<file path="config.mk">
export PLATFORM = sky130hd
export DESIGN_NAME = serial_mag_compare_ctrl
export DESIGN_NICKNAME = d
export VERILOG_FILES = /design/src/rtl/serial_mag_compare_ctrl.sv
export SDC_FILE = /design/constraint.sdc
export NUM_CORES = 1
export LEC_CHECK = 0
export ABC_AREA = 1
export ABC_CLOCK_PERIOD_IN_PS = 1500
export BUFFER_PORTS_ARGS = -buffer_cell sky130_fd_sc_hd__buf_2
export CORE_MARGIN = 5
export CORE_UTILIZATION = 49
export CTS_BUF_LIST = sky130_fd_sc_hd__clkbuf_16
export CTS_CLUSTER_SIZE = 10
export DETAILED_ROUTE_END_ITERATION = 10
export GPL_TIMING_DRIVEN = 0
export PLACE_DENSITY = 0.72
export SETUP_SLACK_MARGIN = 0.3
export SLEW_MARGIN = 40
export SYNTH_ARGS = -nofsm -noshare
export SYNTH_HDL_FRONTEND = slang
export SYNTH_SLANG_ARGS = --single-unit
</file>
<file path="constraint.sdc">
create_clock -name clk -period 1.5 [get_ports clk]
set_clock_uncertainty 0.2 [all_clocks]
set_input_delay 0.225 -clock clk [delete_from_list [all_inputs] [get_ports clk]]
set_output_delay 0.225 -clock clk [all_outputs]
set_load 0.02 [all_outputs]
</file>
<file path="src/rtl/serial_mag_compare_ctrl.sv">
// Serial unsigned magnitude compare, two bits per clock, MSB first.
// Start/busy/done handshake with optional exit on the first unequal slice.
module serial_mag_compare_ctrl #(
    parameter int WIDTH      = 8,
    parameter bit EARLY_EXIT = 1'b1,
    parameter int CW         = $clog2(WIDTH / 2) + 1
) (
    input  logic             clk,
    input  logic             rst_n,
    input  logic             start,
    input  logic [WIDTH-1:0] a,
    input  logic [WIDTH-1:0] b,
    output logic             busy,
    output logic             done,
    output logic             a_gt_b,
    output logic             a_eq_b,
    output logic             a_lt_b,
    output logic [CW-1:0]    slices
);

    localparam int NS = WIDTH / 2;

    typedef enum logic [1:0] {
        IDLE,
        COMPARE,
        DONE
    } state_e;

    state_e           state_q, state_d;
    logic [WIDTH-1:0] a_q, a_d;
    logic [WIDTH-1:0] b_q, b_d;
    logic [CW-1:0]    k_q, k_d;
    logic [CW-1:0]    slices_q, slices_d;
    logic             gt_q, gt_d;
    logic             eq_q, eq_d;
    logic             lt_q, lt_d;
    logic             decided_q, decided_d;

    logic a1, a0, b1, b0;
    logic gt_s, lt_s, eq_s;
    logic last_k;

    assign a1 = a_q[WIDTH-1];
    assign a0 = a_q[WIDTH-2];
    assign b1 = b_q[WIDTH-1];
    assign b0 = b_q[WIDTH-2];

    assign gt_s   = (a1 & ~b1) | ((a1 ~^ b1) & a0 & ~b0);
    assign lt_s   = (~a1 & b1) | ((a1 ~^ b1) & ~a0 & b0);
    assign eq_s   = (a1 ~^ b1) & (a0 ~^ b0);
    assign last_k = (k_q == CW'(NS - 1));

    always_ff @(posedge clk or negedge rst_n) begin
        if (!rst_n) begin
            state_q   <= IDLE;
            a_q       <= '0;
            b_q       <= '0;
            k_q       <= '0;
            slices_q  <= '0;
            gt_q      <= 1'b0;
            eq_q      <= 1'b0;
            lt_q      <= 1'b0;
            decided_q <= 1'b0;
        end else begin
            state_q   <= state_d;
            a_q       <= a_d;
            b_q       <= b_d;
            k_q       <= k_d;
            slices_q  <= slices_d;
            gt_q      <= gt_d;
            eq_q      <= eq_d;
            lt_q      <= lt_d;
            decided_q <= decided_d;
        end
    end

    always_comb begin
        state_d   = state_q;
        a_d       = a_q;
        b_d       = b_q;
        k_d       = k_q;
        slices_d  = slices_q;
        gt_d      = gt_q;
        eq_d      = eq_q;
        lt_d      = lt_q;
        decided_d = decided_q;
        unique case (state_q)
            IDLE: begin
                if (start) begin
                    a_d       = a;
                    b_d       = b;
                    k_d       = '0;
                    slices_d  = '0;
                    gt_d      = 1'b0;
                    eq_d      = 1'b0;
                    lt_d      = 1'b0;
                    decided_d = 1'b0;
                    state_d   = COMPARE;
                end
            end
            COMPARE: begin
                // only the first unequal slice may set the result
                if (!eq_s && !decided_q) begin
                    gt_d      = gt_s;
                    lt_d      = lt_s;
                    slices_d  = k_q + CW'(1);
                    decided_d = 1'b1;
                end
                a_d = a_q << 2;
                b_d = b_q << 2;
                k_d = k_q + CW'(1);
                if ((EARLY_EXIT && !eq_s) || last_k) begin
                    state_d = DONE;
                    if (!decided_q && eq_s) begin
                        eq_d     = 1'b1;
                        slices_d = CW'(NS);
                    end
                end
            end
            DONE: begin
                state_d = IDLE;
            end
            default: begin
                state_d = IDLE;
            end
        endcase
    end

    assign busy   = (state_q != IDLE);
    assign done   = (state_q == DONE);
    assign a_gt_b = gt_q;
    assign a_eq_b = eq_q;
    assign a_lt_b = lt_q;
    assign slices = slices_q;

endmodule

</file>
==> flow_metrics.env <==
export IMPL_status="complete, no violations"
export IMPL_synth_warnings=0
export IMPL_core_region_area_um2=2758
export IMPL_cap_violations=0
export IMPL_rsz0062_at_grt="true"
export IMPL_synth_seq_cells=28
export IMPL_antenna_found_initial=0
export IMPL_ys_seq_area_share_pct=49.43
export IMPL_setup_viol_count_final=0
export IMPL_final_hold_viol_count=0
export IMPL_drc_errors=0
export IMPL_worst_slew_pin_slew_ps=406.1
export IMPL_synth_distinct_cells=23
export IMPL_cp_end_kind="primary output"
export IMPL_timing_hold_ws_ps=58.52
export IMPL_htreeDepth=1
export IMPL_clk_latency_ps=260
export IMPL_post_route_min_period_ps=1491
export IMPL_vias=1354
export IMPL_grt_pass1_vias=1418
export IMPL_hp_class="input pin to flop"
export IMPL_relSlewSlack_pct=72.93
export IMPL_syn_area_um2=1418
export IMPL_dpl_worst_slack_ps=24.16
export IMPL_startpoint_type="flop"
export IMPL_initialDrtViolationCount=62
export IMPL_wl_mm=4.034
export IMPL_die_y_um=63.79
export IMPL_powerDensity_nw_per_um2=2212
export IMPL_postRouteAntennaNets=0
export IMPL_syn_nets=192
export IMPL_ir_worst_vdd_v=0.001680
export IMPL_p_leak_uw=0.001103
export IMPL_syn_inst=169
export IMPL_clkTransAtPathRegs_ps=70
export IMPL_worstSetupPathType="flop to primary output"
export IMPL_avgRoutedWirePerCell_um=15.76
export IMPL_dieWidth_um=63.79
export IMPL_crit_required_ps=1070
export IMPL_dpl_hpwl_mm=2.217
export IMPL_io_pins=27
export IMPL_dieArea_um2=4069
export IMPL_cts_root_buffer="clkbuf_16"
export IMPL_layout_nets=249
export IMPL_rows=19
export IMPL_layout_drive_gt1_share_pct=56.44
export IMPL_antenna_cells=0
export IMPL_grt_pass1_wl_mm=6.375
export IMPL_vias_per_cell=5.289
export IMPL_final_cell_mix="nand2_1 (29), dfrtp_1 (26), buf_2 (19)"
export IMPL_globalRoute_totalOverflow=0
export IMPL_fillers=162
export IMPL_place_congestion=0.8391
export IMPL_area_growth_pct=61.34
export IMPL_crit_fanout=4
export IMPL_cts_sinks=28
export IMPL_clockBufferDepth=2
export IMPL_numPortBuffers=26
export IMPL_avgSynthCellArea_um2=8.388
export IMPL_fin_ws_ps=8.783
export IMPL_tritoncts="yes"
export IMPL_max_freq_ghz=0.6706
export IMPL_mostFrequentLayoutCell="nand2_1"
export IMPL_grt_max_degree=29
export IMPL_start_util_pct=51.41
export IMPL_cp_arrival_ps=1070
export IMPL_reg2reg_slack_ps=20
export IMPL_cts_made_buffers=3
export IMPL_fin_crit_sh_pct=99.41
export IMPL_dr_pass1_iters=4
export IMPL_final_max_slew_viol_count=0
export IMPL_grt_use_total_pct=19.65
## state kept, by name, summed over array words and instances, names as in the netlist, 2 cells and up
name,flops
state_q,2
b_q,8
k_q,3
a_q,8
slices,3
## logic make-up (layout without fill, tap and decap cells)
family,after synthesis,count (layout),share of synthesized area [%]
simple gates,82,82,25.77
compound gates,32,32,12.62
flops,28,28,49.43
buf+inv,23,79,8.650
fa+ha+maj,4,4,3.531
## synth_stat cells
library cell  count  area [um^2]
o21ai_2           2        17.52
nand4_2           1        12.51
inv_2             5        18.77
nand3_2           1        10.01
nand2_4           2        22.52
inv_1            13        48.80
nor2_4            1        11.26
o21ai_0           3        15.01
clkbuf_4          1        7.510
o22ai_2           1        12.51
nand4_1           1        6.260
nand2_1          45        168.9
clkbuf_8          1        13.76
ha_1              4        50.05
nand2_2           1        6.260
buf_6             3        33.78
nor2_2            1        6.260
nor2_1           19        71.32
a31o_2            1        8.760
nand3_1          10        50.05
dfrtp_1          28        700.7
a21oi_1          13        65.06
o21ai_1          12        60.06
## layer usage
metal	routed length, um	global-route usage (%)
met1	1616	23.37
met4	109	10.13
met2	2174	34.42
met3	134	2.452
met5	0	0
## worst max-delay path, cell delays in order, from the launching register on
cell     delay (ps)
dfrtp_2         450
nor2_2          140
inv_1            60
buf_2           150
## power by group
part	leakage (uW)	internal (uW)	total [uW]	switching (uW)
clock network	0.0000385	358	623	265
registers	0.000349	1080	1420	337
logic	0.000716	1380	3020	1630
## final timing paths
kind / start / depth (start not counted) / endpoint
worst max-delay path: state_q[0] / 3 / busy
worst min-delay path: a[6] / 3 / a_q[6]
worst max register to register: b_q[7] / 7 / slices[2]
worst min register to register: slices[2] / 2 / slices[2]
max in group asynchronous: rst_n / 2 / state_q[0]
min in group asynchronous: rst_n / 2 / slices[1]
## layout make-up
cell class / count / area, um^2 / share of cell area (%)
Inverter: 18 / 75.07 / 3.282
Tap cell: 31 / 38.79 / 1.696
Timing Repair Buffer: 52 / 424.2 / 18.54
Multi-Input combinational cell: 118 / 885.9 / 38.73
Clock buffer: 3 / 75.07 / 3.282
Sequential cell: 28 / 703.2 / 30.74
Clock inverter: 1 / 3.754 / 0.1641
Buffer: 5 / 81.33 / 3.556
## through the flow
stage          cell area (um^2)  total power [uW]  TNS [ps]  utilization [%]  instances
2_1_floorplan              1479              2686         0                -        169
3_3_place_gp               1648              3028         0            59.76        226
3_5_place_dp               1648              3116         0            59.76        226
4_1_cts                    2083              4436         0            75.54        253
5_1_grt                    2287              5394    -164.6            82.94        256
6_report                   2287              5059         0            82.94        256
## repair_timing
| action | 4_1_cts | 5_1_grt |
|---|---|---|
| endpoints found under the setup margin | 36 | 64 |
| hold endpoints to repair | 32 | 0 |
| setup buffers | 15 | 3 |
| hold buffers | 5 | 0 |
| gates resized for setup | 40 | 54 |
| cloned | 3 | 0 |
| pin swaps | 15 | 18 |
Power figures use the tool's default switching activity.
